[src/rtl/anti_theft_controller.sv]
// ---------------------------------------------------------------------------
// anti_theft_controller
//
// Main FSM of the automotive anti-theft system and the client side of the
// countdown timer. Decides when the system arms, triggers and sounds the
// alarm, drives the siren and status LED, and issues start/value requests to
// the timer while consuming its expired and 1 Hz / 2 Hz tick outputs.
//
// Optional feature macro: REPROGRAM_EN
//   defined   : adds param_sel/time_value; reprogram also writes the selected
//               interval register (0 arm, 1 driver, 2 passenger, 3 alarm).
//   undefined : intervals are the parameter constants; reprogram only forces
//               ARMED.
//
// Ports
//   clock          in   system clock
//   reset          in   asynchronous, active-low reset
//   ignition       in   1 = ignition on
//   door_driver    in   1 = driver door open
//   door_pass      in   1 = passenger door open
//   reprogram      in   1-cycle strobe, forces ARMED
//   param_sel      in   [1:0] interval select        (REPROGRAM_EN only)
//   time_value     in   [3:0] new interval in seconds (REPROGRAM_EN only)
//   expired        in   timer expiry level
//   one_hz_enable  in   1-cycle 1 Hz tick
//   two_hz_enable  in   1-cycle 2 Hz tick
//   start_timer    out  1-cycle start request to the timer
//   value          out  [3:0] interval, valid while start_timer=1
//   siren          out  alarm output
//   status_led     out  status indicator
//   state          out  [2:0] current state code (debug)
// ---------------------------------------------------------------------------
module anti_theft_controller #(
  parameter logic [3:0] T_ARM_DELAY       = 4'd6,
  parameter logic [3:0] T_DRIVER_DELAY    = 4'd8,
  parameter logic [3:0] T_PASSENGER_DELAY = 4'd15,
  parameter logic [3:0] T_ALARM_ON        = 4'd10
) (
  input  logic       clock,
  input  logic       reset,
  input  logic       ignition,
  input  logic       door_driver,
  input  logic       door_pass,
  input  logic       reprogram,
`ifdef REPROGRAM_EN
  input  logic [1:0] param_sel,
  input  logic [3:0] time_value,
`endif
  input  logic       expired,
  input  logic       one_hz_enable,
  input  logic       two_hz_enable,
  output logic       start_timer,
  output logic [3:0] value,
  output logic       siren,
  output logic       status_led,
  output logic [2:0] state
);

  typedef enum logic [2:0] {
    ST_ARMED      = 3'd0,
    ST_TRIGGERED  = 3'd1,
    ST_ALARM      = 3'd2,
    ST_ALARM_HOLD = 3'd3,
    ST_DISARMED   = 3'd4,
    ST_WAIT_OPEN  = 3'd5,
    ST_WAIT_CLOSE = 3'd6,
    ST_ARM_DELAY  = 3'd7
  } state_e;

  state_e     state_q, state_d, prev_q, owner_q, owner_d;
  logic       pend_q, pend_d, busy_q, busy_d;
  logic [3:0] pend_val_q, pend_val_d, value_q, value_d;
  logic       start_q, start_d, siren_q, siren_d, led_q, led_d;

  logic       req, drop;
  logic [3:0] req_val;
  logic [3:0] t_arm, t_drv, t_pas, t_alm;

`ifdef REPROGRAM_EN
  logic [3:0] t_arm_q, t_drv_q, t_pas_q, t_alm_q;

  // NOTE: these four registers are configuration, not scratch memory, so they
  // get a reset value; the controller must use the defaults straight out of reset.
  always_ff @(posedge clock or negedge reset) begin
    if (!reset) begin
      t_arm_q <= T_ARM_DELAY;
      t_drv_q <= T_DRIVER_DELAY;
      t_pas_q <= T_PASSENGER_DELAY;
      t_alm_q <= T_ALARM_ON;
    end else if (reprogram) begin
      case (param_sel)
        2'd0:    t_arm_q <= time_value;
        2'd1:    t_drv_q <= time_value;
        2'd2:    t_pas_q <= time_value;
        default: t_alm_q <= time_value;
      endcase
    end
  end

  assign t_arm = t_arm_q;
  assign t_drv = t_drv_q;
  assign t_pas = t_pas_q;
  assign t_alm = t_alm_q;
`else
  assign t_arm = T_ARM_DELAY;
  assign t_drv = T_DRIVER_DELAY;
  assign t_pas = T_PASSENGER_DELAY;
  assign t_alm = T_ALARM_ON;
`endif

  // The timer ignores start while running, so a start is only issued once our
  // mirror of its state (busy) says it is idle.
  logic issue, expiry_seen, timeout;
  assign issue       = pend_q && !busy_q;
  // An expiry seen while start is on the wire belongs to the previous interval.
  assign expiry_seen = expired && busy_q && !start_q;
  // Only an expiry of the interval this state itself asked for, with nothing
  // newer queued, counts as a timeout; anything else is a stale, abandoned one.
  assign timeout     = expiry_seen && (owner_q == state_q) && !pend_q;

  // Next-state logic and timer requests.
  always_comb begin
    // NOTE: every signal written here gets a default first, so no path leaves
    // a value unassigned and no latch is inferred.
    state_d = state_q;
    req     = 1'b0;
    req_val = '0;
    drop    = 1'b0;
    if (reprogram) begin
      state_d = ST_ARMED;
      drop    = 1'b1;
    end else if (ignition && state_q != ST_DISARMED) begin
      state_d = ST_DISARMED;
      drop    = 1'b1;
    end else begin
      case (state_q)
        ST_ARMED: begin
          if (door_driver) begin
            state_d = ST_TRIGGERED;
            req     = 1'b1;
            req_val = t_drv;
          end else if (door_pass) begin
            state_d = ST_TRIGGERED;
            req     = 1'b1;
            req_val = t_pas;
          end
        end
        ST_TRIGGERED: if (timeout) state_d = ST_ALARM;
        ST_ALARM: begin
          if (!door_driver && !door_pass) begin
            state_d = ST_ALARM_HOLD;
            req     = 1'b1;
            req_val = t_alm;
          end
        end
        ST_ALARM_HOLD: begin
          if (door_driver || door_pass) state_d = ST_ALARM;
          else if (timeout)             state_d = ST_ARMED;
        end
        ST_DISARMED:  if (!ignition)  state_d = ST_WAIT_OPEN;
        ST_WAIT_OPEN: if (door_driver) state_d = ST_WAIT_CLOSE;
        ST_WAIT_CLOSE: begin
          if (!door_driver) begin
            state_d = ST_ARM_DELAY;
            req     = 1'b1;
            req_val = t_arm;
          end
        end
        ST_ARM_DELAY: begin
          if (door_driver || door_pass) state_d = ST_WAIT_CLOSE;
          else if (timeout)             state_d = ST_ARMED;
        end
        default: state_d = ST_ARMED;
      endcase
    end
  end

  // Timer handshake and registered outputs.
  always_comb begin
    pend_d     = pend_q;
    pend_val_d = pend_val_q;
    busy_d     = busy_q;
    owner_d    = owner_q;
    start_d    = 1'b0;
    value_d    = value_q;
    if (expiry_seen) busy_d = 1'b0;
    if (issue) begin
      start_d = 1'b1;
      value_d = pend_val_q;
      pend_d  = 1'b0;
      busy_d  = 1'b1;
      owner_d = state_q;
    end
    // A newer request overwrites whatever is still waiting for the timer.
    if (req) begin
      pend_d     = 1'b1;
      pend_val_d = req_val;
    end
    if (drop) pend_d = 1'b0;

    siren_d = (state_q == ST_ALARM) || (state_q == ST_ALARM_HOLD);
    case (state_q)
      // The first cycle in ARMED clears the LED so the blink starts dark.
      ST_ARMED:      led_d = (prev_q != ST_ARMED) ? 1'b0 :
                             (one_hz_enable ? ~led_q : led_q);
      ST_TRIGGERED:  led_d = 1'b1;
      ST_ALARM,
      ST_ALARM_HOLD: led_d = two_hz_enable ? ~led_q : led_q;
      default:       led_d = 1'b0;
    endcase
  end

  // NOTE: sequential state uses non-blocking assignments so every register
  // samples the pre-edge values, independent of statement order.
  always_ff @(posedge clock or negedge reset) begin
    if (!reset) begin
      state_q    <= ST_ARMED;
      prev_q     <= ST_ARMED;
      owner_q    <= ST_ARMED;
      pend_q     <= 1'b0;
      pend_val_q <= '0;
      busy_q     <= 1'b0;
      start_q    <= 1'b0;
      value_q    <= '0;
      siren_q    <= 1'b0;
      led_q      <= 1'b0;
    end else begin
      state_q    <= state_d;
      prev_q     <= state_q;
      owner_q    <= owner_d;
      pend_q     <= pend_d;
      pend_val_q <= pend_val_d;
      busy_q     <= busy_d;
      start_q    <= start_d;
      value_q    <= value_d;
      siren_q    <= siren_d;
      led_q      <= led_d;
    end
  end

  assign start_timer = start_q;
  assign value       = value_q;
  assign siren       = siren_q;
  assign status_led  = led_q;
  assign state       = state_q;

endmodule
[config.mk]
export PLATFORM = sky130hd
export DESIGN_NAME = anti_theft_controller
export DESIGN_NICKNAME = d
export VERILOG_FILES = /design/src/rtl/anti_theft_controller.sv
export SDC_FILE = /design/constraint.sdc
export NUM_CORES = 1
export LEC_CHECK = 0
export BUFFER_PORTS_ARGS = -buffer_cell sky130_fd_sc_hd__clkbuf_2
export CAP_MARGIN = 10
export CORE_UTILIZATION = 40
export CTS_CLUSTER_DIAMETER = 60
export DETAILED_ROUTE_END_ITERATION = 10
export SETUP_SLACK_MARGIN = 0.2
export SLEW_MARGIN = 5
export SYNTH_ARGS = -nofsm -noshare
export SYNTH_HDL_FRONTEND = slang
export SYNTH_SLANG_ARGS = --single-unit
[constraint.sdc]
create_clock -name clock -period 1.9 [get_ports clock]
set_input_delay 0.38 -clock clock [delete_from_list [all_inputs] [get_ports clock]]
set_output_delay 0.38 -clock clock [all_outputs]
set_load 0.01 [all_outputs]
# --- Word level (Yosys, flattened, before mapping) ---
# Cells that the tools add are included.
# W data, S select, Z words.
classes:
  eq_ne: 17
  n_mux: 39
  n_bitwise: 1
  n_reduce_logical: 21
op_table:
  columns: ["op", "count"]
  rows:
  - ["$mux W3", 13]
  - ["$pmux W3 S8", 1]
  - ["$mux W4", 5]
  - ["$ne A4 B4 Y1 const B", 5]
  - ["$mux W1", 17]
  - ["$eq A3 B3 Y1 const B", 4]
  - ["$pmux W4 S3", 1]
  - ["$logic_and A1 B1 Y1", 7]
  - ["$eq A3 B2 Y1 const B", 2]
  - ["$ne A3 B3 Y1 const B", 2]
  - ["$pmux W1 S3", 2]
  - ["$reduce_and A6 Y1", 1]
  - ["$reduce_bool A3 Y1", 2]
  - ["$logic_not A1 Y1", 5]
  - ["$ne A5 B5 Y1 const B", 1]
  - ["$eq A3 B1 Y1 const B", 1]
  - ["$eq A3 B3 Y1", 1]
  - ["$logic_not A3 Y1", 1]
  - ["$logic_or A1 B1 Y1", 2]
  - ["$ne A2 B2 Y1 const B", 1]
  - ["$reduce_and A2 Y1", 1]
  - ["$reduce_bool A2 Y1", 1]
  - ["$reduce_or A2 Y1", 1]
  - ["$not A1 Y1", 1]
totals:
  reg_bits: 22
  inputBits: 9
  output_inout_bits: 10
  elab_cells: 88

# --- Depth between registers and ports, before layout ---
# Gate-level depths: netlist (run 1).
depth:
  depth_word: 9
  depth_mapped: 6
  ltp_nobuf: 4

# --- Worst setup path after synthesis (run 1) ---
# Ideal clock, no wire load.
synth_path:
  kind: "register -> register"
  start: "register state_q[2] (netlist: state[2])"
  end: "register pend_val_q[2]"
  setup_time_ns: 0.128
  arrival_time_ns: 1.444
  required_time_ns: 1.772
  setup_slack_ns: 0.329
  stages_incl_launch_ff: 5
  path_buffers: 1
  synth_period_minus_slack_ns: 1.571
  path_cell_list: "dfrtp_1 > buf_6 > o32ai_1 > nand3_1 > mux2_1"
synth_via:
  elab_chain_len: 4
  word_cells_on_any_way: 11
  classes_between: "eq/ne: 3; mux: 6; reduce/logical: 2"
synth_lines:
  columns: ["item", "line", "rtl"]
  rows:
  - ["start, declared", "70", "state_e state_q, state_d, prev_q, owner_q, owner_d;"]
  - ["start signal, assigned", "228", "state_q <= state_d;"]
  - ["$eq A3 B3 Y1, or another cell as far along", "136", "case (state_q)"]
  - ["$pmux W4 S3, or another cell as far along", "136", null]
  - ["$mux W4 or $mux W1 (tied branches)", "132", "end else if (ignition && state_q != ST_DISARMED) begin"]
  - ["$mux W4 or $mux W1 (tied branches)", "129", "if (reprogram) begin"]
  - ["end signal, assigned", "232", "pend_val_q <= pend_val_d;"]
  - ["end, declared", "72", "logic [3:0] pend_val_q, pend_val_d, value_q, value_d;"]
# Several ways; a longest one is shown, not always the timed one.
# A chain may end at the register's enable or synchronous reset.

# --- Worst setup path after layout (run 1) ---
layout_path:
  start: "register state_q[0] (netlist: state[0])"
  end: "register state_q[0] (netlist: state[0])"
layout_via:
  elab_chain_len: 8
  word_cells_on_any_way: 26
  classes_between: "eq/ne: 15; mux: 6; reduce/logical: 5"
layout_lines:
  columns: ["item", "line", "rtl"]
  rows:
  - ["$eq A3 B3 Y1", "119", "assign timeout = expiry_seen && (owner_q == state_q) && !pend_q;"]
  - ["$logic_and A1 B1 Y1 (2 in series)", "119", null]
  - ["$mux W3", null, null]
  - ["$mux W3 (on tied branches)", null, null]
  - ["$pmux W3 S8", "136", null]
  - ["$mux W3", "132", null]
  - ["$mux W3", "129", null]
# Several ways; a longest one is shown, not always the timed one.

==> impl_metrics.ini, run 1 <==
[run_status]
outcome = finished clean

[power_and_ir_drop]
swShare_pct = 26.4
pwr-share-seq_pct = 49.8
clkPwrFrac_pct = 29.2
leakagePower_uw = 0.000606
p_comb_share_pct = 20.9
peakVddDrop_mv = 0.727
finalPower_uw = 1210
p_sw_uw = 319
p_per_area_mw_per_mm2 = 954
p_int_uw = 889

[detailed_routing]
first_pass_iters = 4
ant_nets = 0
totalWireLength_microns = 2170
routed_via_density = 5.62
drc = 0
routedWlPerCell_microns = 14.4
wl_met1_microns = 975
vias = 843
top_layer = met4
drtIter0Drc = 20
dr_wl_met2_microns = 1050
wl_met3_microns = 108

[synthesis]
synth-adder-area-share_pct = 0
yosys.area_share.simple_pct = 16.8
synth_area_sq_mm = 0.00109
synth.area.mux_share_pct = 10.3
ys_types = 34
synth_seq_cells = 22
synth_xor_xnor_area_share_pct = 4.81
synth_nets = 110
synth-edff-count = 0
synth_top_family_by_area = simple AND/OR/NAND/NOR gates
synth_compound_area_share_pct = 12.3
ys_async_sr_fraction_pct = 100
synthCells = 101
yosysSeqAreaShare_pct = 50.4
yosysWarnings = 0
syn_area_per_cell_sq_um = 10.8
synthFlopType = dfrtp_1

[clocking]
cts_root_buf = clkbuf_4
cts_max_path_buffers = 2
cts_buffers = 3
insertion_delay_ps = 310
htreeDepth = 1
clk_pin_slew_ps = 120
ctsHoldBuffers = 0
cts_tree = yes
cts_num_sinks = 22

[cells_and_area]
drive_gt1_share_pct = 33.3
layout_common_cells = dfrtp_1, clkbuf_2, mux2_2, nor2_1, nand2_1
syn_to_final_growth_pct = 15.9
final_common_cell = dfrtp_1
final.fill_count = 235
diodes = 0
seqCellArea_sq_um = 554
nNetsFinal = 130
design_area_sq_mm = 0.00127
multiInputGateArea_sq_um = 490

[floorplanning]
initial_utilization_pct = 43.3
die_y_microns = 54.3
dieArea_sq_mm = 0.00294
core_sq_mm = 0.00252
die_w_microns = 54.3
pin_count = 19
rows = 18

[timing]
hold_viol = 0
fmax_mhz = 624
fin_worst_skew_ps = 5.12
post-route-period-util_pct = 84.4
rsz0062_at_grt = false
fin_ws_ps = 297
setup_tns_ps = 0
timing.slew.headroom_pct = 64.2
min_period_ps = 1600
worstMarginPinSlew_ps = 537
setup_violations = 0
slew_violations = 0

[placement]
dp_slack_ps = 157
place_area_sq_mm = 0.00120
portBuffers = 18
place_congestion = 0.754
detailed_place_hpwl_microns = 1540

[global_routing]
track_usage_pct = 17.1
grt_first_pass_wirelength_microns = 3510
antenna_found_initial = 0
grt-ovfl-total = 0
grt_start_max_net_pins = 23
first_global_vias = 770

[worst_setup_path]
crit_path_start_kind = register
end_kind = register
critical_path.startpoint = state[0]
path_class = reg -> reg
crit_required_ps = 2100
timing.rr.start = state[0]
crit_fanout = 10
worstPathArrival_ps = 1800
rr_worst_depth = 4

[flow_run]
maxCapViolations = 0

[worst_hold_path]
min-delay-path-class = in -> async
## final timing paths
kind / endpoint / slack, ps
hold reg to reg: value[0] / 510
min in group clock: state[0] / 310
setup reg to reg: state[0] / 300
max in group asynchronous: state[2] / 1490
setup / recovery: state[0] / 300
hold / removal: prev_q[0] / 30
## routing by layer
| layer | GRT usage, % | up-vias |
|---|---|---|
| li1 | - | 401 |
| met1 | 22.1 | 411 |
| met2 | 28.0 | 25 |
| met3 | 3.33 | 6 |
| met4 | 6.41 | 0 |
| met5 | 0 | - |
## flip-flops by register name (all words and copies together) (netlist names)
register and count:
start_timer 1, prev_q 3, busy_q 1, owner_q 3, siren 1, pend_q 1
pend_val_q 4, value 4, state 3, status_led 1
## Yosys cell counts (2+ instances only)
cell type	number	share of area [%]
a21oi_1	3	1.4
a22oi_1	2	1.4
clkbuf_1	2	0.69
inv_1	5	1.7
mux2_2	9	9.3
xor2_1	3	2.4
xnor2_1	3	2.4
nand2b_1	4	2.3
buf_2	2	0.92
dfrtp_1	22	50
buf_6	2	2.1
nor3_1	6	2.7
nand2_1	7	2.4
o21ai_0	2	0.92
nor2_1	9	3.1
nor4_1	2	1.1
## critical path, cell delays in order, from the launching register on
cell       delay (ps)
dfrtp_2           500
xor2_1            200
nor4b_1           450
o221a_2           290
a2111oi_2          50
## logic make-up after synthesis
family,Yosys count
compound gates,17
xor+xnor,6
buf+inv,11
flops,22
mux,10
simple gates,35
## area by class of cell
type,count,area share [%]
well taps,30,2.96
inverters,5,1.48
repair buffers,21,8.89
clock inverters,1,2.37
flip-flops and latches,22,43.8
multi-input cells,68,38.7
clock buffers,3,1.78
## metrics by stage
| stage | cells | hold slack (ps) | util (%) |
|---|---|---|---|
| 2_1_floorplan | 101 | 84.4 | - |
| 6_report | 150 | 25.6 | 50.2 |
| 3_5_place_dp | 146 | 388 | 47.7 |
| 3_3_place_gp | 146 | 384 | 47.7 |
| 4_1_cts | 150 | 37.0 | 49.9 |
| 5_1_grt | 150 | 64.9 | 50.2 |
## power groups by stage
| stage | Clock (uW) | Sequential [uW] | Combinational, uW |
|---|---|---|---|
| detailed placement | 0 | 611 | 252 |
| floorplan | 0 | 615 | 155 |
| CTS | 366 | 602 | 255 |
| global placement | 0 | 609 | 249 |
| finish | 353 | 602 | 253 |
| global route | 378 | 618 | 284 |
## what timing repair did
| action | 4_1_cts | 5_1_grt |
|---|---|---|
| setup endpoints to repair | 2 | 4 |
| gates resized for setup | 2 | 2 |
| setup buffers | 0 | 0 |
(Power assumes the default switching activity.)
==> inputs of run 2 (changes only) <==
==> constraint.sdc (replaced) <==
create_clock -name clock -period 1.5 [get_ports clock]
set_input_delay 0.3 -clock clock [delete_from_list [all_inputs] [get_ports clock]]
set_output_delay 0.3 -clock clock [all_outputs]
set_load 0.01 [all_outputs]
==> impl_metrics.ini, run 2 (synthesized netlist as in run 1, its figures left out) <==
[clocking]
clk_pin_slew_ps = 120
cts_buffers = 3
cts_root_buf = clkbuf_4
htreeDepth = 1
cts_max_path_buffers = 2
cts_tree = yes
insertion_delay_ps = 300
cts_num_sinks = 22

[timing]
hold_viol = 0
fin_ws_ps = 10.1
post-route-period-util_pct = 99.3
setup_tns_ps = 0
setup_violations = 0
timing.slew.headroom_pct = 64.9
worstMarginPinSlew_ps = 527
slew_violations = 0
min_period_ps = 1490
fmax_mhz = 671
fin_worst_skew_ps = 13.9
rsz0062_at_grt = true

[worst_setup_path]
worstPathArrival_ps = 1680
crit_required_ps = 1690
crit_fanout = 3
crit_buf_inv = 1
cp_top_family = flip-flops
crit_path_top_delay_cell = dfrtp_1
path_class = reg -> reg
end_kind = register
crit_path_start_kind = register
path_cells = buf_6 > xor2_4 > nor4b_4 > o221a_2 > a2111oi_2
max_stage_delay_ps = 450

[power_and_ir_drop]
peakVddDrop_mv = 0.629
finalPower_uw = 1520
p_per_area_mw_per_mm2 = 923
leakagePower_uw = 0.000768

[cells_and_area]
nNetsFinal = 154
diodes = 0
multiInputGateArea_sq_um = 661
final_common_cell = dfrtp_1
final.fill_count = 200
seqCellArea_sq_um = 553
drive_gt1_share_pct = 56.3
layout_common_cells = dfrtp_1, clkbuf_2, buf_6, buf_4, mux2_2
syn_to_final_growth_pct = 51.0

[detailed_routing]
routed_via_density = 5.30
drtIter0Drc = 17
routedWlPerCell_microns = 14.5
ant_nets = 0
drc = 0
vias = 923
first_pass_iters = 4
totalWireLength_microns = 2530

[global_routing]
track_usage_pct = 18.7
grt_start_max_net_pins = 23
grt-ovfl-total = 0
grt_first_pass_wirelength_microns = 3770
first_global_vias = 837
antenna_found_initial = 0

[worst_hold_path]
min-delay-path-class = in -> reg

[floorplanning]
die_y_microns = 54.3
core_sq_mm = 0.00252
initial_utilization_pct = 43.3
die_w_microns = 54.3
pin_count = 19
dieArea_sq_mm = 0.00294
rows = 18

[flow_run]
maxCapViolations = 0

[run_status]
outcome = finished clean

[placement]
portBuffers = 18
dp_slack_ps = -87.3
detailed_place_hpwl_microns = 1680
place_congestion = 0.784
## run 2: changes by cell type in the layout (fill, tap and decap cells not counted), sizes merged
cell	delta
clkbuf	-2
dlygate4sd3	+1
buf	+26
bufinv	-1
## run 2: final timing paths
path	from	cells after the start	slack, ps	end
max	state[0]	5	10	state[0]
min in group asynchronous	reset	2	480	owner_q[2]
min reg2reg	value[2]	1	510	value[2]
max in group asynchronous	reset	2	640	state[1]
min	reprogram	2	280	state[2]
max reg2reg	state[0]	5	10	state[0]
## run 2: cell type report
class	count	area share (%)
clock buffer	4	1.59
sequential	22	33.5
tap	30	2.28
multi-input combinational	68	40.1
timing repair buffer	45	21.4
inverter	5	1.14
## run 2: where the power goes
part / total [uW] / switching, uW / internal, uW / leakage, uW
Sequential: 767 / 76.3 / 691 / 0.000288
Clock: 266 / 162 / 104 / 0.0000150
Combinational: 489 / 219 / 270 / 0.000465
Total: 1520 / 458 / 1070 / 0.000768
## run 2: repair_timing
| item | in CTS | in global routing |
|---|---|---|
| hold buffers | 1 | 0 |
| pin swaps | 11 | 7 |
| resized for setup | 21 | 18 |
| endpoints found under the setup margin | 12 | 12 |
| endpoints found under the hold margin | 22 | 0 |
| setup buffers | 9 | 4 |
## run 2: metal layers
layer	track usage, %	wire [microns]	vias up
li1	-	-	446
met1	24.4	1150	455
met2	29.1	1280	20
met3	5.83	76	2
met4	6.84	15	0
met5	0	0	-
## run 2: stage by stage
stage	utilization [%]	hold slack, ps	cells	area (sq um)
floorplan	-	4.41	101	1150
global placement	52.7	309	156	1330
detailed placement	52.7	306	156	1330
CTS	60.7	235	170	1530
global route	65.4	252	174	1650
finish	65.4	275	174	1650
